$ cat src/rtl/alu_ctrl_pkg.sv
// alu_ctrl_pkg: ALU control codes, funct constants, FSM state and mult/div op descriptor.
package alu_ctrl_pkg;
  localparam logic [3:0] ALU_AND   = 4'b0000;
  localparam logic [3:0] ALU_OR    = 4'b0001;
  localparam logic [3:0] ALU_ADD   = 4'b0010;
  localparam logic [3:0] ALU_SRL   = 4'b0011;
  localparam logic [3:0] ALU_SLL   = 4'b0100;
  localparam logic [3:0] ALU_SUB   = 4'b0110;
  localparam logic [3:0] ALU_SLT   = 4'b0111;
  localparam logic [3:0] ALU_MDMUL = 4'b1000;
  localparam logic [3:0] ALU_MDDIV = 4'b1001;
  localparam logic [3:0] ALU_NOR   = 4'b1100;
  localparam logic [3:0] ALU_XOR   = 4'b1101;
  localparam logic [5:0] F_ADD   = 6'b100000;
  localparam logic [5:0] F_ADDU  = 6'b100001;
  localparam logic [5:0] F_SUB   = 6'b100010;
  localparam logic [5:0] F_SUBU  = 6'b100011;
  localparam logic [5:0] F_AND   = 6'b100100;
  localparam logic [5:0] F_OR    = 6'b100101;
  localparam logic [5:0] F_XOR   = 6'b100110;
  localparam logic [5:0] F_NOR   = 6'b100111;
  localparam logic [5:0] F_SLT   = 6'b101010;
  localparam logic [5:0] F_SLL   = 6'b000000;
  localparam logic [5:0] F_SRL   = 6'b000010;
  localparam logic [5:0] F_MULT  = 6'b011000;
  localparam logic [5:0] F_MULTU = 6'b011001;
  localparam logic [5:0] F_DIV   = 6'b011010;
  localparam logic [5:0] F_DIVU  = 6'b011011;
  typedef enum logic [1:0] {IDLE, RUN, DONE} state_t;
  typedef struct packed {
    logic div;
    logic sgn;
  } md_op_t;
endpackage

$ cat src/rtl/alu_ctrl_mc_if.sv
// alu_ctrl_mc_if: decode inputs and ALU/mult-div/HI-LO control outputs of alu_ctrl_mc.
interface alu_ctrl_mc_if #(parameter int CTRL_W = 4);
  logic              valid_in;
  logic [1:0]        aluop;
  logic [5:0]        funct;
  logic [CTRL_W-1:0] gout;
  logic              md_start;
  logic              md_step;
  logic              md_div;
  logic              md_signed;
  logic              hilo_we;
  logic              stall;
  logic              ill_op;
  modport master(output valid_in, aluop, funct,
                 input gout, md_start, md_step, md_div, md_signed, hilo_we, stall, ill_op);
  modport slave(input valid_in, aluop, funct,
                output gout, md_start, md_step, md_div, md_signed, hilo_we, stall, ill_op);
endinterface

$ cat src/rtl/alu_ctrl_dec.sv
// alu_ctrl_dec: combinational aluop/funct decode; ALUCTRL_DIV_EN makes div/divu legal mult/div ops.
module alu_ctrl_dec
  import alu_ctrl_pkg::*;
#(
  parameter int CTRL_W = 4
) (
  input  logic [1:0]        aluop,
  input  logic [5:0]        funct,
  output logic [CTRL_W-1:0] gout,
  output logic              is_md,
  output md_op_t            md,
  output logic              ill_op
);
  logic [3:0] code;
  always_comb begin
    code = ALU_ADD;
    is_md = 1'b0;
    md = '0;
    ill_op = 1'b0;
    case (aluop)
      2'b01: code = ALU_SUB;
      2'b11: code = ALU_OR;
      2'b10:
        case (funct)
          F_ADD, F_ADDU: code = ALU_ADD;
          F_SUB, F_SUBU: code = ALU_SUB;
          F_AND: code = ALU_AND;
          F_OR: code = ALU_OR;
          F_XOR: code = ALU_XOR;
          F_NOR: code = ALU_NOR;
          F_SLT: code = ALU_SLT;
          F_SLL: code = ALU_SLL;
          F_SRL: code = ALU_SRL;
          F_MULT, F_MULTU: begin
            code = ALU_MDMUL;
            is_md = 1'b1;
            md = '{div: 1'b0, sgn: ~funct[0]};
          end
`ifdef ALUCTRL_DIV_EN
          F_DIV, F_DIVU: begin
            code = ALU_MDDIV;
            is_md = 1'b1;
            md = '{div: 1'b1, sgn: ~funct[0]};
          end
`endif
          default: ill_op = 1'b1;
        endcase
      default: code = ALU_ADD;
    endcase
  end
  assign gout = CTRL_W'(code);
endmodule

$ cat src/rtl/alu_ctrl_mc.sv
// alu_ctrl_mc: ALU control with iterative mult/div sequencing (IDLE/RUN/DONE), front-end stall and HI/LO write pulse.
module alu_ctrl_mc
  import alu_ctrl_pkg::*;
#(
  parameter int DATA_W = 32,
  parameter int CTRL_W = 4
) (
  input logic          clk,
  input logic          rst_n,
  alu_ctrl_mc_if.slave bus
);
  localparam int CNT_W = $clog2(DATA_W + 1);
  state_t            state;
  logic [CNT_W-1:0]  cnt;
  md_op_t            md_q;
  md_op_t            md_d;
  logic [CTRL_W-1:0] g_d;
  logic              is_md;
  logic              ill_d;
  logic              accept;
  alu_ctrl_dec #(.CTRL_W(CTRL_W)) u_dec (
    .aluop (bus.aluop),
    .funct (bus.funct),
    .gout  (g_d),
    .is_md (is_md),
    .md    (md_d),
    .ill_op(ill_d)
  );
  // rst_n gates the IDLE input paths so outputs drop the moment reset asserts
  assign accept = rst_n && state == IDLE && bus.valid_in && is_md;
  always_ff @(posedge clk or negedge rst_n)
    if (!rst_n) begin
      state <= IDLE;
      cnt <= '0;
      md_q <= '0;
    end else
      case (state)
        IDLE: if (accept) begin
          state <= RUN;
          cnt <= CNT_W'(DATA_W);
          md_q <= md_d;
        end
        RUN: begin
          cnt <= cnt - CNT_W'(cnt != '0);
          state <= (cnt <= CNT_W'(1)) ? DONE : RUN;
        end
        default: state <= IDLE;
      endcase
  assign bus.md_start = accept;
  assign bus.stall = accept || state == RUN;
  assign bus.md_step = state == RUN;
  assign bus.hilo_we = state == DONE;
  assign bus.md_div = md_q.div;
  assign bus.md_signed = md_q.sgn;
  assign bus.ill_op = rst_n && state == IDLE && ill_d;
  assign bus.gout = !rst_n ? CTRL_W'(ALU_ADD) :
                    state == IDLE ? g_d :
                    CTRL_W'(md_q.div ? ALU_MDDIV : ALU_MDMUL);
endmodule

$ cat src/flat_wrapper.sv
// flat-port wrapper written by rule: the top's interface ports become plain ports
module alu_ctrl_mc_flat import alu_ctrl_pkg::*;
#(
  parameter int DATA_W = 32,
  parameter int CTRL_W = 4
)
  (clk, rst_n, bus_valid_in, bus_aluop, bus_funct, bus_gout, bus_md_start, bus_md_step, bus_md_div, bus_md_signed, bus_hilo_we, bus_stall, bus_ill_op);
  alu_ctrl_mc_if #(.CTRL_W(CTRL_W)) bus_i ();
  input logic clk;
  input logic rst_n;
  input wire logic [$bits(bus_i.valid_in)-1:0] bus_valid_in;
  input wire logic [$bits(bus_i.aluop)-1:0] bus_aluop;
  input wire logic [$bits(bus_i.funct)-1:0] bus_funct;
  output wire logic [$bits(bus_i.gout)-1:0] bus_gout;
  output wire logic [$bits(bus_i.md_start)-1:0] bus_md_start;
  output wire logic [$bits(bus_i.md_step)-1:0] bus_md_step;
  output wire logic [$bits(bus_i.md_div)-1:0] bus_md_div;
  output wire logic [$bits(bus_i.md_signed)-1:0] bus_md_signed;
  output wire logic [$bits(bus_i.hilo_we)-1:0] bus_hilo_we;
  output wire logic [$bits(bus_i.stall)-1:0] bus_stall;
  output wire logic [$bits(bus_i.ill_op)-1:0] bus_ill_op;
  assign bus_i.valid_in = bus_valid_in;
  assign bus_i.aluop = bus_aluop;
  assign bus_i.funct = bus_funct;
  assign bus_gout = bus_i.gout;
  assign bus_md_start = bus_i.md_start;
  assign bus_md_step = bus_i.md_step;
  assign bus_md_div = bus_i.md_div;
  assign bus_md_signed = bus_i.md_signed;
  assign bus_hilo_we = bus_i.hilo_we;
  assign bus_stall = bus_i.stall;
  assign bus_ill_op = bus_i.ill_op;
  alu_ctrl_mc #(.DATA_W(DATA_W), .CTRL_W(CTRL_W)) u_core (.clk(clk), .rst_n(rst_n), .bus(bus_i));
endmodule
$ cat config.mk
export PLATFORM = sky130hd
export DESIGN_NAME = alu_ctrl_mc_flat
export DESIGN_NICKNAME = d
export VERILOG_FILES = /design/src/rtl/alu_ctrl_pkg.sv /design/src/rtl/alu_ctrl_mc_if.sv /design/src/rtl/alu_ctrl_dec.sv /design/src/rtl/alu_ctrl_mc.sv /design/src/flat_wrapper.sv
export SDC_FILE = /design/constraint.sdc
export NUM_CORES = 1
export LEC_CHECK = 0
export CORE_UTILIZATION = 50
export DETAILED_ROUTE_END_ITERATION = 6
export DONT_BUFFER_PORTS = 1
export PLACE_DENSITY = 0.68
export SYNTH_ARGS = -nofsm -noshare
export SYNTH_HDL_FRONTEND = slang
export SYNTH_SLANG_ARGS = --single-unit
$ cat constraint.sdc
create_clock -name clk -period 1.6 [get_ports clk]
set_input_delay 0.32 -clock clk [delete_from_list [all_inputs] [get_ports clk]]
set_output_delay 0.32 -clock clk [all_outputs]
set_load 0.005 [all_outputs]
==> results of run 1 <==
==> flip-flops by register name, summed over array words and instances, names as in the netlist <==
| register | flops |
|---|---|
| u_core.bus.md_signed | 1 |
| u_core.state | 2 |
| u_core.cnt | 6 |
==> where the power goes <==
group / internal [mW] / switching, mW / leakage, nW
clock: 0.0960 / 0.0782 / 0.0150
combinational: 0.459 / 0.403 / 0.273
sequential: 0.325 / 0.0824 / 0.107
total: 0.880 / 0.563 / 0.395
==> per-layer routing <==
metal | wire length, um | global-route usage | share of wire
met1 | 884 | 0.329 | 0.50
met2 | 781 | 0.336 | 0.44
met3 | 93 | 0.102 | 0.053
met4 | 0 | 0.0517 | 0
met5 | 0 | 0 | 0
==> cells by family after synthesis <==
logic type,Yosys count,share of synthesized area
adder cells (fa/ha/maj),2,0.0352
XOR/XNOR,3,0.0370
buffers and inverters,7,0.0423
AO/OA/AOI/OAI,21,0.197
flip-flops,9,0.317
multiplexers,1,0.0141
AND/OR/NAND/NOR,41,0.352
other,1,0.00528
==> through the flow <==
stage	instance area, sq um	total power, mW	util	hold slack [ns]
6_report	970	1.44	0.736	0.144
5_1_grt	970	1.55	0.736	0.132
4_1_cts	928	1.34	0.705	0.137
3_5_place_dp	830	1.03	0.630	0.0247
3_3_place_gp	830	1.01	0.630	0.0247
2_1_floorplan	743	0.804	-	0.0244
==> worst max-delay path: stages <==
cell	delay, ns
or3b_4	0.38
or3_4	0.39
a2111oi_4	0.32
==> layout by cell type (no fill, tap or decap), drive strengths merged, types with 3 or more instances in the layout <==
master / count
inv: 4
or3: 3
o21ai: 6
nand3b: 4
dfrtp: 9
nand2: 8
xor2: 3
nor3: 3
a21oi: 5
clkbuf: 4
buf: 15
nor2: 4
==> final cells by class <==
class,count,area share
clock buffer,4,0.0271
inverter,4,0.0155
multi-input combinational,69,0.579
sequential,9,0.232
tap,15,0.0194
timing repair buffer,16,0.126
==> worst paths after layout <==
path | startpoint | to | slack, ns
min in group asynchronous | rst_n | u_core.state[1] | 0.42
max in group asynchronous | rst_n | u_core.cnt[5] | 0.89
min | bus_funct[0] | u_core.bus.md_signed | 0.14
max reg2reg | u_core.cnt[4] | u_core.cnt[2] | -0.12
max | bus_funct[2] | bus_gout[0] | -0.12
min reg2reg | u_core.bus.md_signed | u_core.bus.md_signed | 0.55
==> repair_timing <==
item,4_1_cts,5_1_grt
pin swaps,7,11
buffers inserted,4,0
resized for setup,11,6
setup endpoints to repair,10,13
endpoints found under the hold margin,9,0
hold buffers,1,0
==> out/qor.yml, run 1 <==
global_routing:
  antenna_found_initial: 0
  track_usage: 0.238
  first_global_vias: 596
  globalRouteOverflowTotal: 0
  grt_pass1_wl_mm: 2.42
  grt_max_degree: 10
status:
  violations: "negative setup slack"
  status: "complete, but fails checks"
clock_tree:
  clk_pin_slew_ns: 0.05
  clockRootBuffer: "clkbuf_4"
  cts.sinks: 9
  clock_latency_ns: 0.26
  numCtsBuffers: 3
  cts_tree: "yes"
  htree_levels: 1
  cts_buffer_depth: 2
route:
  ant_nets: 0
  dr.pass1.iters: 4
  drc: 0
  routedWlPerCell_um: 15.0
  avgViaCountPerCell: 5.83
  totalWireLength_mm: 1.76
  drtIter0Drc: 18
  dr_total_vias: 682
cells_and_area:
  final_cell_count_no_fill: 117
  fillCellCount: 102
  layout-drive-gt1-share: 0.353
  seqCellArea_sq_um: 225
  nets: 116
  multiInputGateArea_sq_um: 562
  area_growth_pct: 36.4
  num_antenna_cells: 0
sta:
  setup_violations: 6
  fin_crit_ns: 1.72
  maxSlewViolCount: 0
  min_period_over_period: 1.08
  skew_ns: 0.00636
  setup_ws_ns: -0.122
  fmax_mhz: 581
  hold_violations: 0
  tns_ns: -0.361
  rsz0062_at_grt: "yes"
logic_synthesis:
  ys_ff_latch: 9
  ys_warn_count: 0
  ys_seq_area_frac: 0.317
  synth_area_per_cell_sq_um: 8.36
  synthFlopType: "dfrtp_1"
  syn_area_sq_um: 711
  async_flop_share: 1.00
  yosys-top-cells-count: "9 x dfrtp_1, 8 x nand2_1, 5 x a21oi_1, 5 x o21ai_0"
  synth_nets: 98
  ys_types: 37
  syn_inst: 85
  synth_largest_area_cell: "dfrtp_1"
  synth_area_leaders: "dfrtp_1 32%, nand2_1 4.2%, nand3b_1 4.2%"
  synth-edff-count: 0
  synth.top_cell.area_share: 0.317
  synth.most_common_cell: "dfrtp_1"
power_and_ir_drop:
  power.density_nw_per_um2: 1490
  cellLeakagePower_nw: 0.395
  ir_drop_uv: 984
floorplan:
  die_area_sq_um: 1580
  core-area_sq_um: 1320
  std_cell_rows: 13
  die_w_um: 39.7
  ioPinCount: 22
  die_h_um: 39.7
  initial_core_util: 0.539
placement:
  dp.cells: 108
  dp_hpwl_mm: 1.19
  place_ws_ns: -0.124
  portBuffers: 0
  gp_congestion: 0.793
worst_setup_path:
  r2r_cells: 8
  end_kind: "output port"
  criticalPathCategory: "input pin to output port"
  path_max_fanout: 7
  critPathArrivalTime_ns: 1.40
  start_kind: "input pin"
  cp.required_ns: 1.28
job:
  drv_cap: 0
min_path:
  hp-class: "input pin to register"
  hold_path_depth: 1
Note: power is estimated with default switching activity, not from simulation.
==> inputs of run 2 (changes only) <==
--- a/config.mk
+++ b/config.mk
@@ -5,10 +5,10 @@
 export SDC_FILE = /design/constraint.sdc
 export NUM_CORES = 1
 export LEC_CHECK = 0
-export CORE_UTILIZATION = 50
+export CORE_UTILIZATION = 40
 export DETAILED_ROUTE_END_ITERATION = 6
 export DONT_BUFFER_PORTS = 1
-export PLACE_DENSITY = 0.68
+export GPL_TIMING_DRIVEN = 0
 export SYNTH_ARGS = -nofsm -noshare
 export SYNTH_HDL_FRONTEND = slang
 export SYNTH_SLANG_ARGS = --single-unit
==> run 2 against run 1 <==
First-iteration DRC count up 17%; critical endpoint is now bus_stall; largest power group unchanged; total power grew 2.9%; highest routed layer unchanged; cell count is 4.3% higher; largest cell class unchanged; critical path type is now register to output port; the flow finishes with violations (design-rule violations, negative setup slack).
==> out/qor.yml, run 2 (synthesized netlist as in run 1, its figures left out) <==
power_and_ir_drop:
  p_switching_uw: 593  # was 563 uW
  p_clk_frac: 0.116  # was 0.121
  switching_share: 0.399  # was 0.390
  seq_power_share: 0.292  # was 0.282
  p_comb_frac: 0.592  # was 0.597
  cellLeakagePower_nw: 0.422  # was 0.395 nW
  ir_drop_uv: 983  # was 984 uV
  power.density_nw_per_um2: 1440  # was 1490 nW/um^2
  total_power_mw: 1.49  # was 1.44 mW
  internal_power_uw: 892  # was 880 uW
cells_and_area:
  final_cell_area_sq_um: 1030  # was 970 sq um
  nets: 120  # was 116
  largest_reg_flops: 6  # unchanged
  seqCellArea_sq_um: 230  # was 225 sq um
  largest_register: "u_core.cnt"  # unchanged
  layout-drive-gt1-share: 0.434  # was 0.353
  multiInputGateArea_sq_um: 587  # was 562 sq um
  final_util: 0.652  # was 0.736
  num_antenna_cells: 0  # unchanged
  final_cell_mix: "18 x buf_4, 7 x nand2_1, 5 x dfrtp_1"  # was 15 x buf_4, 9 x dfrtp_1, 8 x nand2_1
  layout_commonest_cell: "buf_4"  # unchanged
  fillCellCount: 140  # was 102
  area_growth_pct: 44.7  # was 36.4%
  final_cell_count_no_fill: 122  # was 117
status:
  status: "complete, but fails checks"  # unchanged
  violations: "design-rule violations, negative setup slack"  # was negative setup slack
sta:
  min_period_over_period: 1.07  # was 1.08
  rsz0062_at_grt: "yes"  # unchanged
  tns_ns: -0.547  # was -0.361 ns
  maxSlewViolCount: 0  # unchanged
  hold_violations: 0  # unchanged
  setup_ws_ns: -0.111  # was -0.122 ns
  fmax_mhz: 584  # was 581 MHz
  setup_violations: 8  # was 6
  fin_crit_ns: 1.71  # was 1.72 ns
  skew_ns: 0.00665  # was 0.00636 ns
  holdWs_ns: 0.151  # was 0.144 ns
global_routing:
  track_usage: 0.223  # was 0.238
  grt_pass1_wl_mm: 3.17  # was 2.42 mm
  globalRouteOverflowTotal: 0  # unchanged
  grt_max_degree: 10  # unchanged
  first_global_vias: 714  # was 596
  antenna_found_initial: 0  # unchanged
clock_tree:
  clk_pin_slew_ns: 0.06  # was 0.05 ns
  cts.sinks: 9  # unchanged
  clock_latency_ns: 0.26  # about the same
  cts_buffer_depth: 2  # unchanged
  numCtsBuffers: 3  # unchanged
  clockRootBuffer: "clkbuf_4"  # unchanged
  cts_tree: "yes"  # unchanged
  htree_levels: 1  # unchanged
route:
  avgViaCountPerCell: 5.98  # was 5.83
  totalWireLength_mm: 2.03  # was 1.76 mm
  dr_total_vias: 730  # was 682
  dr.pass1.iters: 6  # was 4
  drc: 2  # was 0
  ant_nets: 0  # unchanged
  routedWlPerCell_um: 16.6  # was 15.0 um
  drtIter0Drc: 21  # was 18
floorplan:
  core-area_sq_um: 1580  # was 1320 sq um
  die_h_um: 44.2  # was 39.7 um
  initial_core_util: 0.451  # was 0.539
  die_w_um: 44.2  # was 39.7 um
  ioPinCount: 22  # unchanged
  die_area_sq_um: 1950  # was 1580 sq um
  std_cell_rows: 14  # was 13
placement:
  place_ws_ns: -0.288  # was -0.124 ns
  dp.cells: 101  # was 108
  place_area_sq_um: 763  # was 830 sq um
  gp_congestion: 0.772  # was 0.793
  portBuffers: 0  # unchanged
  dp_hpwl_mm: 1.26  # was 1.19 mm
worst_setup_path:
  max_stage_delay_ns: 0.44  # was 0.39 ns
  end_kind: "output port"  # unchanged
  path_cells: "nor3b_4, buf_4, nand4_1, nand2_1"  # was or3b_4, or3_4, a2111oi_4
  critPathArrivalTime_ns: 1.39  # was 1.40 ns
  cp_slowest_cell: "dfrtp_2"  # was or3_4
  path_max_fanout: 4  # was 7
  criticalPathCategory: "register to output port"  # was input pin to output port
  cp.required_ns: 1.28  # about the same
  start_kind: "register"  # was input pin
job:
  drv_cap: 0  # unchanged
min_path:
  hp-class: "input pin to register"  # unchanged
-- run 2: cell count changes in the layout (fill, tap and decap cells not counted), sizes merged --
cell / delta
clkbuf: +1
buf: +3
-- run 2: final cells by class --
| class | instances | area share |
|---|---|---|
| Timing Repair Buffer | 18 | 0.134 |
| Sequential cell | 9 | 0.224 |
| Inverter | 4 | 0.0146 |
| Clock buffer | 4 | 0.0255 |
| Buffer | 2 | 0.0122 |
| Tap cell | 16 | 0.0195 |
| Multi-Input combinational cell | 69 | 0.571 |
-- run 2: what timing repair did --
item	in CTS	in global routing
pin swaps	10	6
gates resized for setup	20	9
hold endpoints to repair	9	0
buffers inserted	14	3
endpoints found under the setup margin	15	13
hold buffers	1	0
-- run 2: final timing paths --
check	from	endpoint	slack [ns]	cells past startpoint
max in group asynchronous	rst_n	u_core.cnt[1]	0.83	1
worst min register to register	u_core.cnt[0]	u_core.cnt[0]	0.52	2
worst max-delay path	u_core.state[1]	bus_stall	-0.11	4
worst max register to register	u_core.cnt[3]	u_core.cnt[2]	-0.09	8
min in group asynchronous	rst_n	u_core.cnt[4]	0.44	1
worst min-delay path	bus_funct[0]	u_core.bus.md_signed	0.15	1
-- run 2: layer usage --
| layer | share of wire | vias to the layer above | track usage | wire length, um |
|---|---|---|---|---|
| met4 | 0 | 0 | 0.0182 | 0 |
| li1 | - | 361 | - | - |
| met1 | 0.49 | 346 | 0.320 | 991 |
| met5 | 0 | - | 0 | 0 |
| met2 | 0.45 | 23 | 0.338 | 917 |
| met3 | 0.057 | 0 | 0.0776 | 116 |
-- run 2: power groups by stage --
stage | registers, mW | logic, mW | clock network, mW
2_1_floorplan | 0.435 | 0.370 | 0
3_3_place_gp | 0.459 | 0.424 | 0
3_5_place_dp | 0.468 | 0.438 | 0
4_1_cts | 0.428 | 0.754 | 0.179
5_1_grt | 0.442 | 0.970 | 0.195
6_report | 0.434 | 0.880 | 0.172
-- run 2: worst max-delay path: cells and delay by family, from the launching register on --
family / cells / cell delay, ns
buffers and inverters: 1 / 0.16
flip-flops: 1 / 0.44
AND/OR/NAND/NOR: 3 / 0.52
